## src/rtl/imem_loader.sv

```systemverilog
// imem_loader: fills instruction memory from a little-endian byte stream
// (LEN, DATA words, XOR checksum) while holding the core, then releases it.
module imem_loader #(
  parameter logic [31:0] BASE_ADDR     = 32'h0,
  parameter int unsigned DEPTH_WORDS   = 256,
  parameter bit          HOLD_AT_RESET = 1'b1
) (
  input  logic        clk,
  input  logic        rst_n,
  input  logic        start,
  input  logic [7:0]  byte_in,
  input  logic        byte_valid,
  output logic        byte_ready,
  output logic        wr_en,
  output logic [31:0] wr_addr,
  output logic [31:0] wr_data,
  output logic        core_hold,
  output logic        done,
  output logic        error
);

  localparam int unsigned CW = $clog2(DEPTH_WORDS + 1);

  typedef enum logic [2:0] {
    S_IDLE, S_LEN, S_DATA, S_WRITE, S_CSUM, S_DONE, S_ERR
  } state_e;

  state_e         state_q, state_d;
  logic [1:0]     byte_cnt_q, byte_cnt_d;
  logic [CW-1:0]  word_cnt_q, word_cnt_d;
  logic [CW-1:0]  len_q, len_d;
  logic [23:0]    shift_q, shift_d;
  logic [31:0]    csum_q, csum_d;
  logic           wr_en_q, wr_en_d;
  logic [31:0]    wr_addr_q, wr_addr_d;
  logic [31:0]    wr_data_q, wr_data_d;
  logic           byte_ready_q, byte_ready_d;
  logic           done_q, done_d;
  logic           error_q, error_d;
  logic           core_hold_q, core_hold_d;

  logic           accept_c;
  logic           last_byte_c;
  logic [31:0]    assembled_c;

  assign accept_c    = byte_valid && byte_ready_q;
  assign last_byte_c = (byte_cnt_q == 2'd3);
  assign assembled_c = {byte_in, shift_q};

  // Next-state and registered-output logic
  always_comb begin
    state_d      = state_q;
    byte_cnt_d   = byte_cnt_q;
    word_cnt_d   = word_cnt_q;
    len_d        = len_q;
    shift_d      = shift_q;
    csum_d       = csum_q;
    wr_en_d      = 1'b0;
    wr_addr_d    = wr_addr_q;
    wr_data_d    = wr_data_q;
    byte_ready_d = 1'b0;
    done_d       = 1'b0;
    error_d      = 1'b0;
    core_hold_d  = core_hold_q;

    // Shared byte-lane assembly for LEN, DATA and CSUM fields
    if (accept_c) begin
      shift_d    = assembled_c[31:8];
      byte_cnt_d = 2'(byte_cnt_q + 2'd1);
    end

    unique case (state_q)
      S_IDLE, S_DONE, S_ERR: begin
        if (start) begin
          state_d    = S_LEN;
          byte_cnt_d = '0;
          word_cnt_d = '0;
          csum_d     = '0;
        end
      end
      S_LEN: begin
        if (accept_c && last_byte_c) begin
          if (assembled_c == 32'd0 || assembled_c > 32'(DEPTH_WORDS)) begin
            state_d = S_ERR;
          end else begin
            len_d   = CW'(assembled_c);
            state_d = S_DATA;
          end
        end
      end
      S_DATA: begin
        if (accept_c && last_byte_c) begin
          state_d   = S_WRITE;
          wr_en_d   = 1'b1;
          wr_addr_d = BASE_ADDR + (32'(word_cnt_q) << 2);
          wr_data_d = assembled_c;
        end
      end
      S_WRITE: begin
        csum_d     = csum_q ^ wr_data_q;
        word_cnt_d = CW'(word_cnt_q + CW'(1));
        state_d    = (CW'(word_cnt_q + CW'(1)) == len_q) ? S_CSUM : S_DATA;
      end
      S_CSUM: begin
        if (accept_c && last_byte_c) begin
          state_d = (assembled_c == csum_q) ? S_DONE : S_ERR;
        end
      end
      default: state_d = S_IDLE;
    endcase

    // Status outputs follow the state being entered; IDLE keeps reset hold value
    byte_ready_d = (state_d == S_LEN) || (state_d == S_DATA) || (state_d == S_CSUM);
    done_d       = (state_d == S_DONE);
    error_d      = (state_d == S_ERR);
    if (state_d != S_IDLE) begin
      core_hold_d = (state_d != S_DONE);
    end
  end

  // State and output registers
  always_ff @(posedge clk or negedge rst_n) begin
    if (!rst_n) begin
      state_q      <= S_IDLE;
      byte_cnt_q   <= '0;
      word_cnt_q   <= '0;
      len_q        <= '0;
      shift_q      <= '0;
      csum_q       <= '0;
      wr_en_q      <= 1'b0;
      wr_addr_q    <= BASE_ADDR;
      wr_data_q    <= '0;
      byte_ready_q <= 1'b0;
      done_q       <= 1'b0;
      error_q      <= 1'b0;
      core_hold_q  <= HOLD_AT_RESET;
    end else begin
      state_q      <= state_d;
      byte_cnt_q   <= byte_cnt_d;
      word_cnt_q   <= word_cnt_d;
      len_q        <= len_d;
      shift_q      <= shift_d;
      csum_q       <= csum_d;
      wr_en_q      <= wr_en_d;
      wr_addr_q    <= wr_addr_d;
      wr_data_q    <= wr_data_d;
      byte_ready_q <= byte_ready_d;
      done_q       <= done_d;
      error_q      <= error_d;
      core_hold_q  <= core_hold_d;
    end
  end

  assign byte_ready = byte_ready_q;
  assign wr_en      = wr_en_q;
  assign wr_addr    = wr_addr_q;
  assign wr_data    = wr_data_q;
  assign core_hold  = core_hold_q;
  assign done       = done_q;
  assign error      = error_q;

endmodule

```

## config.mk

```make
export PLATFORM = sky130hd
export DESIGN_NAME = imem_loader
export DESIGN_NICKNAME = d
export VERILOG_FILES = /design/src/rtl/imem_loader.sv
export SDC_FILE = /design/constraint.sdc
export NUM_CORES = 1
export LEC_CHECK = 0
export CORE_ASPECT_RATIO = 1.75
export CORE_MARGIN = 8
export CORE_UTILIZATION = 50
export DETAILED_ROUTE_END_ITERATION = 12
export PLACE_DENSITY = 0.74
export SYNTH_ARGS = -nofsm -noshare
export SYNTH_HDL_FRONTEND = slang
export SYNTH_SLANG_ARGS = --single-unit
```

## constraint.sdc

```tcl
create_clock -name clk -period 6.6 [get_ports clk]
set_input_delay 0.99 -clock clk [delete_from_list [all_inputs] [get_ports clk]]
set_output_delay 0.99 -clock clk [all_outputs]
set_load 0.01 [all_outputs]
```

==> results.md, run 1 <==
- Status: finished clean
- M1 GR Usage: 0.194
- Fin. Hold Viols: 0
- Crit path max fanout: 29
- Clock root cell: clkbuf_16
- Drt pass-1 iters: 5
- Hold Path Class: flop to flop
- Int Pwr: 1960 µW
- IO Count: 81
- PostCTS Resize Cnt: 0
- HPWL Detailed: between 10000 and 15000 µm
- Initial antenna violation count: 0
- Final wirelength: 15100 µm
- Met2 Use GR: 0.349
- Multi-input gate area in the final layout: 2800 µm²
- Register area share after synthesis: 0.512
- PwrDens: around 410 nW/µm²
- Hold-fix buffers, CTS: 0
- Area grow syn2layout: 20.3%
- Nets: 607
- Non-Filler Cell Area, Final: 7360 µm²
- Placement Cell Area: 6730 µm²
- Crit path DAT: 3.63 ns
- Fin util: 0.613
- Tmin final: roughly 3.3 ns
- Total GRT Usage: 0.193
- Mapped cell area: 6110 µm²
- Grt peak-use layer: met2
- Vias in the first global route: approximately 4600
- Initial Util: 0.509
- Logic pwr share: 0.274
- Final count of pins violating max slew: 0
- Psw: between 1000 and 1500 µW
- Tcrit/Tclk final: 0.506
- CTS Sinks: 125
- Die area: 16200 µm²
- RSZ-0062 raised after global routing: no
- Relative slew slack: 0.188
- Peak supply drop: 0.000244 V
- Synthesis-stage register bit count: 125
- Main synth FF type: dfrtp_1
- Number of synthesized flops with an enable pin: 0
- Insertion delay to the later sink of the worst-skew pair: 0.41 ns
- Gr ovfl total: 0
- Drt via density: between 5 and 6
- Via count: roughly 4300
- Buffers from clock root to sink, at most: 2
- CTS tree: yes
- Setup TNS: 0 ns
- Drt drc: 0
- Sw frac: 0.345
- Commonest cells after routing, fill and taps aside: dfrtp_1 (124), mux2_2 (75), xor2_1 (68), clkdlybuf4s50_1 (56), nand2_1 (50)
- CTS Buf Count: 17
- H-tree depth: 4
- Post-synthesis cell type count: between 40 and 50
- Fillers: 948
- Core area: 12000 µm²
- Routed len/inst: 19.5 µm
- FFs w/ async S/R, synth: 1.00
- Global-route met3 utilization: 0.0514
- Num rows: 53
- PortBufs: 57
- Worst-Margin Slew: 1.22 ns
- Ratio of cells with drive above 1 in the final layout: 0.203
- Crit path required time: 6.89 ns
- Iter 0 DRT Violations: around 360
- Post-CTS setup buffers: 0
- Die Ht: 162 µm
- Cell at the slowest stage of the critical path: nor4b_4
- Syn avg cell area: 11.4 µm²
- Layout Skew: approximately 0.006 ns
- Leading cell type in the layout, fill and taps excluded: dfrtp_1
- Max Cap Viol: 0
- ANT nets after route: 0
- First-pass GRT wire length: 24000 µm
- Register area: roughly 3100 µm²
- Maximum clock frequency: 0.299 GHz
- CP endpoint kind: flop
- Synth warn: 0
- Pleak: 0.00339 µW
- RD Place Congestion: 0.923
- CP cell instances: clkdlybuf4s50_1, nand3_1, nor4b_4, buf_4, mux2_2
- Die X: 99.6 µm
- Final hold slack: 0.501 ns
- Largest net degree at the start of global routing: between 60 and 70
- Kind of critical path: input pin to flop
- Seq pwr share: 0.398
- Startpoint types: input pin
- Cell count after synthesis: roughly 540
- Clk slew on worst S/H paths: ~0.050 ns
- Ant diodes: 0
- Clk pwr share: 0.329
- Slowest Stage Delay on Critical Path: 0.88 ns
- Final setup fails: 0
==> kinds of logic (layout without fill, tap and decap cells) <==
logic type	Yosys count	in the layout	share of synthesized area
buffers and inverters	46	93	0.0460
adder cells (fa/ha/maj)	2	2	0.00409
AND/OR/NAND/NOR	164	164	0.133
multiplexers	75	75	0.138
XOR/XNOR	76	76	0.111
AO/OA/AOI/OAI	48	48	0.0546
other	1	23	0.000613
flip-flops	125	125	0.512
==> through the flow <==
stage               setup slack (ns)  total power, µW  cells
detailed placement              2.84             2000    739
global route                    3.11             3120    771
global placement                2.92             1970    739
finish                          3.26             2990    771
floorplan                       4.18             1650    559
CTS                             3.27             3000    771
==> sequential cells by signal, summed over array words and instances, names as in the netlist <==
register,cells
state_q,3
shift_q,24
wr_en,1
len_q,9
byte_cnt_q,2
word_cnt_q,9
csum_q,32
done,1
core_hold,1
wr_addr,9
error,1
byte_ready,1
wr_data,32
==> synthesized netlist by cell type, drive strengths merged, types with 2 or more instances <==
library cell,instances,share of area
a21oi,6,0.0049
ha,2,0.0041
and2,2,0.0020
clkbuf,9,0.0055
o211ai,2,0.0025
a31oi,3,0.0031
o32a,2,0.0033
nor4,20,0.023
xnor2,7,0.010
o21a,3,0.0037
o21ai,16,0.013
nor2b,3,0.0031
dfrtp,124,0.51
o41a,2,0.0039
or3,3,0.0031
nand4,6,0.0061
nor3,7,0.0057
nor2,48,0.031
or2,3,0.0031
buf,36,0.040
mux2,75,0.14
o31ai,3,0.0037
nand3,9,0.0074
o2111ai,2,0.0029
xor2,68,0.097
nand2,50,0.031
nor4b,3,0.0063
o41ai,4,0.0057
nand2b,4,0.0041
and3,2,0.0020
==> routing by layer <==
metal,share of wire,vias up,wire [µm]
li1,-,1932,-
met3,0.053,39,803
met4,0.041,0,614
met2,0.54,166,8170
met5,0,-,0
met1,0.36,2154,5490
==> area by class of cell <==
| cell class | instances | share of cell area |
|---|---|---|
| Sequential cell | 125 | 0.425 |
| Multi-Input combinational cell | 388 | 0.381 |
| Timing Repair Buffer | 60 | 0.0803 |
| Clock buffer | 20 | 0.0621 |
| Tap cell | 165 | 0.0281 |
| Clock inverter | 12 | 0.0228 |
| Inverter | 1 | 0.000510 |
==> critical path: cells and delay by family <==
| family | cells | cell delay [ns] |
|---|---|---|
| and+or+nand+nor | 2 | 1.21 |
| buffers and inverters | 2 | 1.01 |
| muxes | 1 | 0.40 |
==> power by group through the flow <==
stage | clock network, µW | registers [µW] | logic [µW]
2_1_floorplan | 0 | 1120 | 529
3_3_place_gp | 0 | 1190 | 780
3_5_place_dp | 0 | 1200 | 804
4_1_cts | 997 | 1180 | 815
5_1_grt | 1030 | 1220 | 878
6_report | 982 | 1190 | 819
==> final timing paths <==
path,cells after the start,startpoint,endpoint,slack (ns)
max,5,byte_valid,wr_data[7],3.26
min,1,wr_addr[4],wr_addr[4],0.50
max reg2reg,5,byte_cnt_q[0],wr_data[7],3.82
min reg2reg,1,wr_addr[4],wr_addr[4],0.50
max in group asynchronous,2,rst_n,error,4.63
min in group asynchronous,1,rst_n,wr_data[6],0.67
No activity file was read; power rests on OpenSTA's default activity.
==> run 2, diff against run 1 <==
==> constraint.sdc (replaced) <==
create_clock -name clk -period 3.1 [get_ports clk]
set_input_delay 0.465 -clock clk [delete_from_list [all_inputs] [get_ports clk]]
set_output_delay 0.465 -clock clk [all_outputs]
set_load 0.01 [all_outputs]
==> run 2 against run 1 <==
The run now ends with hold timing left. Global-route usage decreased by 0.47 points. Final area rose by 0.70%. Power up 110%. Clock power increased by 110%. Critical endpoint is now byte_ready.
==> results.md, run 2 (synthesized netlist as in run 1, its figures left out) <==
- Worst-Margin Slew: 0.515 ns (was 1.22 ns)
- Crit path required time: 3.38 ns (was 6.89 ns)
- H-tree depth: 4 (unchanged)
- Post-CTS setup buffers: 0 (unchanged)
- Startpoint types: flop (was input pin)
- Iter 0 DRT Violations: 197 (was 361)
- Routed len/inst: 19.1 µm (was 19.5 µm)
- Peak supply drop: 0.000594 V (was 0.000244 V)
- Insertion delay to the later sink of the worst-skew pair: 0.41 ns (about the same)
- Drt pass-1 iters: 4 (was 5)
- Clk slew on worst S/H paths: 0.06 ns (was 0.05 ns)
- Maximum clock frequency: 0.384 GHz
- Tcrit/Tclk final: 0.840
- Register-to-Register Path Depth: 8 (was 5)
- First-pass GRT wire length: 23400 µm (was 24000 µm)
- Via count: 4262 (was 4291)
- Die area: 16200 µm² (unchanged)
- CTS Sinks: 125 (unchanged)
- Ant diodes: 0 (unchanged)
- Buf/Inv on CP: 0 (was 2)
- CTS tree: yes (unchanged)
- Commonest cells after routing, fill and taps aside: dfrtp_1 (124), mux2_2 (75), xor2_1 (68), clkdlybuf4s50_1 (56), nand2_1 (50) (unchanged)
- Drt drc: 0 (unchanged)
- Final count of pins violating max slew: 0 (unchanged)
- Final setup fails: 0 (unchanged)
- PortBufs: 57 (unchanged)
- Setup TNS: 0 ns (unchanged)
- Relative slew slack: 0.655 (was 0.188)
- Final hold slack: -0.00505 ns (was 0.501 ns)
- Die X: 99.6 µm (unchanged)
- Delay-heaviest family, CP: compound AO/OA/AOI/OAI gates (was simple AND/OR/NAND/NOR gates)
- Num rows: 53 (unchanged)
- ANT nets after route: 0 (unchanged)
- Drt via density: 5.50 (was 5.57)
- Hold-fix buffers, CTS: 0 (unchanged)
- Vias in the first global route: 4425 (was 4570)
- CP cell instances: ha_1, xor3_1, or3_1, a21oi_1, o2111ai_1, nor2_1, o21a_1, o221ai_2 (was clkdlybuf4s50_1, nand3_1, nor4b_4, buf_4, mux2_2)
- CTS Buf Count: 17 (unchanged)
- Met2 Use GR: 0.344 (was 0.349)
- Final wirelength: 14800 µm (was 15100 µm)
- Largest net degree at the start of global routing: 67 (was 68)
- Clock root cell: clkbuf_16 (unchanged)
- HPWL Detailed: 10600 µm (was 10200 µm)
- Kind of critical path: flop to flop (was input pin to flop)
- Initial antenna violation count: 0 (unchanged)
- RSZ-0062 raised after global routing: no (unchanged)
- Leading cell type in the layout, fill and taps excluded: dfrtp_1 (unchanged)
- Nets: 612 (was 607)
- Hold Path Class: input pin to async pin (was flop to flop)
- Crit path DAT: 2.89 ns (was 3.63 ns)
- CP endpoint kind: flop (unchanged)
- Total GRT Usage: 0.188 (was 0.193)
- Area grow syn2layout: 21.2% (was 20.3%)
- Core area: 12000 µm² (unchanged)
- Initial Util: 0.509 (unchanged)
- Pleak: 0.00340 µW (was 0.00339 µW)
- Cell at the slowest stage of the critical path: dfrtp_1 (was nor4b_4)
- PwrDens: 859 nW/µm² (was 406 nW/µm²)
- Global-route met3 utilization: 0.0454 (was 0.0514)
- Worst path depth: 8 (was 5)
- Failing checks: hold timing
- Tmin final: roughly 2.6 ns
- Max Cap Viol: 0 (unchanged)
- M1 GR Usage: 0.195 (was 0.194)
- Grt peak-use layer: met2 (unchanged)
- Buffers from clock root to sink, at most: 2 (unchanged)
- Status: finished with violations (was finished clean)
- IO Count: 81 (unchanged)
- Ratio of cells with drive above 1 in the final layout: 0.210 (was 0.203)
- Fin. Hold Viols: 13 (was 0)
- PostCTS Resize Cnt: 0 (unchanged)
- Crit path max fanout: 8 (was 29)
- Layout Skew: 0.00721 ns (was 0.00592 ns)
- Die Ht: 162 µm (unchanged)
- Gr ovfl total: 0 (unchanged)
- Slowest Stage Delay on Critical Path: 0.46 ns (was 0.88 ns)
- RD Place Congestion: 0.878 (was 0.923)
-- run 2: changes by cell type in the layout (fill, tap and decap cells not counted), sizes merged --
cell      previous run  this run
clkbuf              20        18
buf                  4         9
clkinvlp             0         3
clkinv               8         5
inv                  1         2
-- run 2: layer usage --
metal / share of wire / wire length [µm] / up-vias
met1: 0.38 / 5600 / 2166
met2: 0.55 / 8170 / 121
met3: 0.045 / 663 / 32
li1: - / - / 1943
met5: 0 / 0 / -
met4: 0.027 / 402 / 0
-- run 2: through the flow --
stage / instance area [µm²] / power [µW] / util / worst slack, ns / std cells
floorplan: 6200 / 3510 / - / 0.869 / 559
global placement: 6780 / 4210 / 0.565 / 0.403 / 744
detailed placement: 6780 / 4270 / 0.565 / 0.315 / 744
CTS: 7410 / 6400 / 0.617 / 0.498 / 775
global route: 7410 / 6640 / 0.617 / 0.292 / 775
finish: 7410 / 6360 / 0.617 / 0.496 / 775
-- run 2: final cells by class --
cell class | count | area (µm²)
Clock inverter | 13 | 191
Sequential cell | 125 | 3130
Fill cell | 949 | 4600
Timing Repair Buffer | 65 | 641
Tap cell | 165 | 206
Clock buffer | 18 | 439
Inverter | 1 | 3.75
Multi-Input combinational cell | 388 | 2800
-- run 2: final timing paths --
check                      slack, ns          start           to
max                             0.50  word_cnt_q[0]   byte_ready
min                           -0.005          rst_n    csum_q[7]
max reg2reg                     0.50  word_cnt_q[0]   byte_ready
min reg2reg                     0.50    wr_addr[10]  wr_addr[10]
max in group asynchronous       2.36          rst_n    core_hold
min in group clk                0.50    wr_addr[10]  wr_addr[10]
-- run 2: worst register-to-register path, cell delays in order, from the launching register on --
cell and delay (ns):
dfrtp_1 0.46, ha_1 0.36, xor3_1 0.46, or3_1 0.32, a21oi_1 0.15, o2111ai_1 0.23, nor2_1 0.21, o21a_1 0.18
o221ai_2 0.11
-- run 2: where the power goes --
group / internal (µW) / switching [µW] / total [µW]
registers: 2010 / 545 / 2550
logic: 798 / 909 / 1710
clock network: 1370 / 735 / 2100
